### config.mk
export PLATFORM = sky130hd
export DESIGN_NAME = fa_bist_ctrl
export DESIGN_NICKNAME = d
export VERILOG_FILES = /design/src/rtl/fa_bist_pkg.sv /design/src/rtl/fa_ref_model.sv /design/src/rtl/fa_bist_ctrl.sv
export SDC_FILE = /design/constraint.sdc
export NUM_CORES = 1
export LEC_CHECK = 0
export CORE_ASPECT_RATIO = 1.1
export CORE_MARGIN = 1
export CORE_UTILIZATION = 55
export CTS_BUF_LIST = sky130_fd_sc_hd__clkbuf_4
export DETAILED_ROUTE_END_ITERATION = 8
export HOLD_SLACK_MARGIN = 0.12
export PLACE_DENSITY = 0.77
export SYNTH_ARGS = -nofsm -noshare
export SYNTH_HDL_FRONTEND = slang
export SYNTH_SLANG_ARGS = --single-unit
### constraint.sdc
create_clock -name clk -period 1.99 [get_ports clk]
set_input_delay 0.2985 -clock clk [delete_from_list [all_inputs] [get_ports clk]]
set_output_delay 0.2985 -clock clk [all_outputs]
set_load 0.03 [all_outputs]
### src/rtl/fa_bist_pkg.sv
// Shared types and golden arithmetic for the full-adder BIST controller.
package fa_bist_pkg;

  localparam int NUM_VEC = 8;
  localparam int VEC_W   = 3;

  typedef enum logic [2:0] {
    IDLE   = 3'd0,
    APPLY  = 3'd1,
    SETTLE = 3'd2,
    CHECK  = 3'd3,
    DONE   = 3'd4
  } state_e;

  // Returns {co, s} for vec = {a, b, cin}.
  function automatic logic [1:0] fa_expect(input logic [VEC_W-1:0] vec);
    return {1'b0, vec[2]} + {1'b0, vec[1]} + {1'b0, vec[0]};
  endfunction

endpackage

### src/rtl/fa_ref_model.sv
// Combinational golden full adder; the single reference for expected sum/carry.
module fa_ref_model
  import fa_bist_pkg::*;
(
  input  logic a,
  input  logic b,
  input  logic cin,
  output logic s,
  output logic co
);

  assign {co, s} = fa_expect({a, b, cin});

endmodule

### src/rtl/fa_bist_ctrl.sv
// Exhaustive-vector BIST controller for a single-bit full adder.
// Optional FA_BIST_FAULT_INJ_EN adds a finj input that inverts the sampled sum before compare.
module fa_bist_ctrl
  import fa_bist_pkg::*;
#(
  parameter int SETTLE_CYCLES = 2,
  parameter int ERR_W         = 4
) (
  input  logic             clk,
  input  logic             rst,
  input  logic             start,
  output logic             a,
  output logic             b,
  output logic             cin,
  input  logic             s,
  input  logic             co,
`ifdef FA_BIST_FAULT_INJ_EN
  input  logic             finj,
`endif
  output logic             busy,
  output logic             done,
  output logic             pass,
  output logic [ERR_W-1:0] err_cnt,
  output logic [2:0]       fail_vec
);

  localparam logic [3:0]       SETTLE_LAST = 4'((SETTLE_CYCLES > 0) ? SETTLE_CYCLES - 1 : 0);
  localparam logic [VEC_W-1:0] VEC_LAST    = VEC_W'(NUM_VEC - 1);
  localparam logic [ERR_W-1:0] ERR_MAX     = '1;
  localparam logic [ERR_W-1:0] ERR_ONE     = ERR_W'(1);

  state_e             state_q, state_d;
  logic [VEC_W-1:0]   vec_q, vec_d;
  logic [VEC_W-1:0]   abc_q, abc_d;
  logic [3:0]         cnt_q, cnt_d;
  logic [ERR_W-1:0]   err_q, err_d;
  logic [VEC_W-1:0]   fail_vec_q, fail_vec_d;
  logic               seen_fail_q, seen_fail_d;

  logic s_exp, co_exp, s_cmp, mismatch;

  fa_ref_model u_ref (
    .a   (abc_q[2]),
    .b   (abc_q[1]),
    .cin (abc_q[0]),
    .s   (s_exp),
    .co  (co_exp)
  );

`ifdef FA_BIST_FAULT_INJ_EN
  assign s_cmp = s ^ finj;
`else
  assign s_cmp = s;
`endif

  // One error per vector regardless of how many bits disagree.
  assign mismatch = ({co, s_cmp} != {co_exp, s_exp});

  // NOTE: every variable gets its hold value first so no path through the case infers a latch.
  always_comb begin
    state_d     = state_q;
    vec_d       = vec_q;
    abc_d       = abc_q;
    cnt_d       = cnt_q;
    err_d       = err_q;
    fail_vec_d  = fail_vec_q;
    seen_fail_d = seen_fail_q;

    case (state_q)
      IDLE, DONE: begin
        if (start) begin
          state_d     = APPLY;
          vec_d       = '0;
          err_d       = '0;
          fail_vec_d  = '0;
          seen_fail_d = 1'b0;
        end
      end
      APPLY: begin
        abc_d   = vec_q;
        cnt_d   = '0;
        state_d = (SETTLE_CYCLES == 0) ? CHECK : SETTLE;
      end
      SETTLE: begin
        if (cnt_q == SETTLE_LAST) state_d = CHECK;
        else                      cnt_d   = cnt_q + 4'd1;
      end
      CHECK: begin
        if (mismatch) begin
          if (err_q != ERR_MAX) err_d = err_q + ERR_ONE;
          if (!seen_fail_q) begin
            seen_fail_d = 1'b1;
            fail_vec_d  = vec_q;
          end
        end
        if (vec_q == VEC_LAST) begin
          state_d = DONE;
        end else begin
          vec_d   = vec_q + 3'd1;
          state_d = APPLY;
        end
      end
      default: state_d = IDLE;
    endcase
  end

  // NOTE: state flops use non-blocking assignments so every flop samples pre-edge values.
  always_ff @(posedge clk or posedge rst) begin
    if (rst) begin
      state_q     <= IDLE;
      vec_q       <= '0;
      abc_q       <= '0;
      cnt_q       <= '0;
      err_q       <= '0;
      fail_vec_q  <= '0;
      seen_fail_q <= 1'b0;
    end else begin
      state_q     <= state_d;
      vec_q       <= vec_d;
      abc_q       <= abc_d;
      cnt_q       <= cnt_d;
      err_q       <= err_d;
      fail_vec_q  <= fail_vec_d;
      seen_fail_q <= seen_fail_d;
    end
  end

  assign {a, b, cin} = abc_q;
  assign busy        = (state_q == APPLY) || (state_q == SETTLE) || (state_q == CHECK);
  assign done        = (state_q == DONE);
  assign pass        = done && (err_q == '0);
  assign err_cnt     = err_q;
  assign fail_vec    = fail_vec_q;

endmodule
==> flow_metrics.env, run 1 <==
export IMPL_status="finished, final reports clean"
export IMPL_yosysUniqueCellTypes=37
export IMPL_synth_cells=107
export IMPL_cp_slowest_cell="fa_1"
export IMPL_drtAntennaViolNets=0
export IMPL_die_area_um2=2320
export IMPL_final_cell_mix="dfrtp_1, clkdlybuf4s50_1, inv_1"
export IMPL_timing_final_hold_violations=0
export IMPL_dr_pass1_iters=4
export IMPL_hold_path_class="input pin to asynchronous set/reset pin"
export IMPL_synth_edf_count=0
export IMPL_synthFlopType="dfrtp_1"
export IMPL_h_tree_depth=1
export IMPL_cp_data_arrival_time_ns=2.13
export IMPL_grt_usage_pct=23.8
export IMPL_grt_pass1_vias=904
export IMPL_synthesis_area_um2=1170
export IMPL_avgSynthCellArea_um2=11.0
export IMPL_ir_worst_vdd_v=0.000981
export IMPL_cpPeakStageDelay_ns=0.52
export IMPL_syn2layout_area_growth_pct=19.6
export IMPL_grt_overflow=0
export IMPL_cts_tree="built"
export IMPL_power_mw=2.17
export IMPL_rsz0062_at_grt="true"
export IMPL_total_leakage_power_nw=0.653
export IMPL_fin_skew_ns=0.00888
export IMPL_slew_headroom_pct=63.0
export IMPL_crit_chain="inv_1, fa_1, xor2_2, a32oi_1, o21ai_1, a32o_1"
export IMPL_worstSetupStartpointType="flop"
export IMPL_utilization_pct=70.2
export IMPL_drt_iter0_markers=6
export IMPL_n_antenna_cell=0
export IMPL_layout_drive_gt1_share_pct=17.3
export IMPL_required_ns=2.19
export IMPL_pin_count=18
export IMPL_final_min_clock_period_ns=1.93
export IMPL_finalWeightedCongestion=0.831
export IMPL_clock_root_buffer="clkbuf_4"
export IMPL_nets=140
export IMPL_cp_end_kind="flop"
export IMPL_post_route_drc_count=0
export IMPL_via_count=867
export IMPL_io_buffer_count=17
export IMPL_crit_type="flop to flop"
export IMPL_row_count=17
export IMPL_powerDensity_nw_per_um2=1540
export IMPL_initial_core_util_pct=58.7
export IMPL_wire_per_inst_um=14.5
export IMPL_fillCellCount=163
export IMPL_antenna_found_initial=0
export IMPL_routed_via_density=5.59
export IMPL_setup_violations=0
export IMPL_cts_clk_slew_worst_paths_ns=0.11
export IMPL_grt_max_degree=12
export IMPL_reg2reg_slack_ns=0.06
export IMPL_cp_max_fo=4
export IMPL_die_y_um=50.5
export IMPL_numClockSinks=21
export IMPL_synth_seq_area_share_pct=44.8
export IMPL_slew_violations=0
export IMPL_final_common_cell="dfrtp_1"
export IMPL_synth_nets=119
export IMPL_cts_buffers=3
export IMPL_hold_ws_ns=0.273
export IMPL_clockBufferDepth=2
export IMPL_drt_wl_total_um=2250
export IMPL_ys_warn_count=0
export IMPL_max_freq_ghz=0.519
export IMPL_place_inst=151
export IMPL_ys_ff_latch=21
export IMPL_coreArea_um2=2000
export IMPL_hpwl_um=1720
export IMPL_worst_pin_slew_ns=0.550
export IMPL_finalSetupTns_ns=0
export IMPL_fin_cells=155
export IMPL_die_x_um=46.0
export IMPL_insertion_delay_ns=0.30
export IMPL_cap_viol_max_count=0
export IMPL_grt_pass1_wl_um=3910
export IMPL_ys_async_sr_fraction_pct=100
export IMPL_period_share_pct=96.8
==> metrics by stage <==
stage | area [um2] | setup WS [ns]
2_1_floorplan | 1180 | 0.0103
3_3_place_gp | 1360 | 0.140
3_5_place_dp | 1360 | 0.0639
4_1_cts | 1390 | 0.0335
5_1_grt | 1400 | -0.0244
6_report | 1400 | 0.0647
==> sequential cells by signal (all words and copies together) (netlist names) <==
name         count
abc_q            3
cnt_q            4
err_cnt          4
fail_vec         3
seen_fail_q      1
state_q          3
vec_q            3
==> per-layer routing <==
layer	vias up	GRT usage, %	wire length (um)
li1	421	-	-
met1	431	30.4	1010
met2	11	36.9	1160
met3	4	5.04	50
met4	0	12.7	27
met5	-	0	0
==> cells in the mapped netlist, types with 2 or more instances <==
master	count	area, um2
a21oi_1	8	40.0
o31ai_1	2	15.0
buf_6	4	45.0
inv_1	10	37.5
xor2_1	4	35.0
a32o_1	4	40.0
nor2_1	9	33.8
a22o_1	3	26.3
nand2_1	6	22.5
o21ai_0	5	25.0
dfrtp_1	21	526
ha_1	6	75.1
==> layout make-up <==
class                           count  area, um2  area share, %
Sequential cell                    21        527           37.5
Clock buffer                        4       30.0           2.14
Multi-Input combinational cell     72        583           41.5
Inverter                           10       37.5           2.67
Timing Repair Buffer               20        191           13.6
Tap cell                           28       35.0           2.50
==> where the power goes <==
group	total, mW	internal (mW)	switching, mW
Clock	0.215	0.0918	0.123
Sequential	0.710	0.573	0.137
Combinational	1.24	0.524	0.720
Total	2.17	1.19	0.980
==> critical path: cells and delay by family (launching register included) <==
family / cells / cell delay [ns]
buf+inv: 1 / 0.07
fa+ha+maj: 1 / 0.52
flops: 1 / 0.38
compound gates: 3 / 0.64
xor+xnor: 1 / 0.22
==> repair_timing <==
item / 4_1_cts / 5_1_grt
resized for setup: 1 / 3
setup endpoints to repair: 1 / 4
hold buffers: 0 / 0
setup buffers: 0 / 0
==> path summary, 6_finish.rpt <==
check | start | endpoint | cells past startpoint
worst max-delay path | abc_q[2] | err_cnt[1] | 6
worst min-delay path | rst | vec_q[0] | 2
worst max register to register | abc_q[2] | err_cnt[1] | 6
worst min register to register | fail_vec[2] | fail_vec[2] | 1
max in group asynchronous | rst | state_q[0] | 3
min in group clk | fail_vec[2] | fail_vec[2] | 1
==> cells by family (layout without fill, tap and decap cells) <==
kind of cell / after synthesis / count (layout) / synth area share (%)
AO/OA/AOI/OAI: 32 / 32 / 19.8
AND/OR/NAND/NOR: 27 / 27 / 15.2
flip-flops: 21 / 21 / 44.8
buffers and inverters: 14 / 34 / 7.04
adder cells (fa/ha/maj): 7 / 7 / 8.10
XOR/XNOR: 5 / 5 / 3.73
multiplexers: 1 / 1 / 1.28
Note: power is estimated with default switching activity, not from simulation.
==> run 2, diff against run 1 <==
Settings changed: CELL_PAD_IN_SITES_DETAIL_PLACEMENT set to 1, CELL_PAD_IN_SITES_GLOBAL_PLACEMENT set to 1, CORE_UTILIZATION 55 to 43, PLACE_DENSITY 0.77 to 0.76.
==> flow_metrics.env, run 2 (same netlist as run 1, synthesis figures left out) <==
export IMPL_status="finished, final reports clean"
export IMPL_hpwl_um=1970
export IMPL_coreArea_um2=2540
export IMPL_final_min_clock_period_ns=1.92
export IMPL_die_x_um=51.8
export IMPL_worstSetupStartpointType="flop"
export IMPL_slew_headroom_pct=60.6
export IMPL_setup_slack_ns=0.0699
export IMPL_drtAntennaViolNets=0
export IMPL_p_int_mw=1.18
export IMPL_initial_core_util_pct=46.1
export IMPL_drt_wl_total_um=2450
export IMPL_cp_data_arrival_time_ns=2.12
export IMPL_final_common_cell="dfrtp_1"
export IMPL_drt_iter0_markers=3
export IMPL_insertion_delay_ns=0.30
export IMPL_fin_skew_ns=0.00309
export IMPL_grt_busiest_layer="met2"
export IMPL_cts_tree="built"
export IMPL_wire_per_inst_um=15.5
export IMPL_power_frac_comb_pct=57.4
export IMPL_nets=140
export IMPL_crit_type="flop to flop"
export IMPL_powerDensity_nw_per_um2=1550
export IMPL_post_route_drc_count=0
export IMPL_die_area_um2=2940
export IMPL_routed_via_density=5.55
export IMPL_grt_pass1_vias=935
export IMPL_max_freq_ghz=0.521
export IMPL_reg2reg_from="abc_q[2]"
export IMPL_h_tree_depth=1
export IMPL_utilization_pct=55.2
export IMPL_grt_pass1_wl_um=4490
export IMPL_seqCellArea_um2=527
export IMPL_ctsHoldBuffers=0
export IMPL_clockBufferDepth=2
export IMPL_numClockSinks=21
export IMPL_worst_pin_slew_ns=0.587
export IMPL_swShare_pct=45.6
export IMPL_cp_end_kind="flop"
export IMPL_seqPwrFrac_pct=32.6
export IMPL_grt_usage_pct=20.7
export IMPL_cts_buffers=3
export IMPL_multi_input_area_um2=583
export IMPL_final_cell_mix="dfrtp_1, clkdlybuf4s50_1, inv_1"
export IMPL_syn2layout_area_growth_pct=19.6
export IMPL_antenna_found_initial=0
export IMPL_p_sw_uw=990
export IMPL_total_leakage_power_nw=0.648
export IMPL_setup_violations=0
export IMPL_r2r_cells=6
export IMPL_timing_final_hold_violations=0
export IMPL_n_antenna_cell=0
export IMPL_via_count=877
export IMPL_die_y_um=56.8
export IMPL_grtUsageMet3_pct=3.52
export IMPL_row_count=19
export IMPL_power_mw=2.17
export IMPL_io_buffer_count=17
export IMPL_cap_viol_max_count=0
export IMPL_cts_clk_slew_worst_paths_ns=0.11
export IMPL_grt_use_met2_pct=36.2
export IMPL_finalWeightedCongestion=0.749
export IMPL_hold_path_class="input pin to asynchronous set/reset pin"
export IMPL_layout_drive_gt1_share_pct=17.3
export IMPL_slew_violations=0
export IMPL_cp_max_fo=4
export IMPL_rsz0062_at_grt="true"
export IMPL_critPathLaunch="abc_q[2]"
export IMPL_ir_worst_vdd_v=0.000870
export IMPL_fillCellCount=279
export IMPL_clock_root_buffer="clkbuf_4"
export IMPL_dr_pass1_iters=3
export IMPL_clkPwrFrac_pct=10.1
export IMPL_grt_use_met1_pct=25.0
export IMPL_period_share_pct=96.5
export IMPL_required_ns=2.19
export IMPL_preCtsSetupSlack_ns=0.0108
export IMPL_reg2reg_slack_ns=0.07
export IMPL_fin_cells=158
export IMPL_grt_overflow=0
export IMPL_post_cts_buffers=0
export IMPL_pin_count=18
export IMPL_grt_max_degree=22
export IMPL_finalSetupTns_ns=0
export IMPL_place_inst=154
==> run 2: changes by cell type in the layout (fill, tap and decap cells not counted) <==
cell            change
dlymetal6s2s_1      -1
dlygate4sd2_1       +1
==> run 2: critical path: stages, from the launching register on <==
cell	delay [ns]
dfrtp_2	0.38
inv_1	0.07
fa_1	0.53
xor2_2	0.23
a32oi_1	0.29
o21ai_1	0.12
a32o_1	0.22
==> run 2: routing by layer <==
layer / up-vias / share of wire, % / routed length (um)
li1: 420 / - / -
met1: 439 / 43 / 1050
met2: 14 / 53 / 1310
met3: 4 / 2.4 / 58
met4: 0 / 1.5 / 36
met5: - / 0 / 0
==> run 2: power groups by stage <==
stage	Clock (mW)	Combinational (mW)	Sequential, mW
floorplan	0	0.821	0.806
global placement	0	1.18	0.712
detailed placement	0	1.24	0.722
CTS	0.230	1.25	0.714
global route	0.249	1.37	0.739
finish	0.219	1.25	0.707
==> run 2: worst paths after layout <==
kind                                to
max                         err_cnt[1]
min                           cnt_q[3]
max reg2reg                 err_cnt[1]
min reg2reg                fail_vec[0]
max in group asynchronous     abc_q[2]
min in group clk           fail_vec[0]
==> run 2: through the flow <==
step	hold WS [ns]	area, um2
5_1_grt	0.326	1400
6_report	0.315	1400
4_1_cts	0.317	1400
2_1_floorplan	0.275	1180
3_3_place_gp	0.482	1370
3_5_place_dp	0.490	1370
==> run 2: final cells by class <==
| cell class | instances | share of cell area, % |
|---|---|---|
| clock buffer | 4 | 2.14 |
| sequential | 21 | 37.5 |
| multi-input combinational | 72 | 41.5 |
| timing repair buffer | 20 | 13.4 |
| tap | 31 | 2.76 |
| inverter | 10 | 2.67 |
==> run 2: what timing repair did <==
action	CTS	global route
setup endpoints to repair	3	7
hold endpoints to repair	0	0
resized for setup	3	1
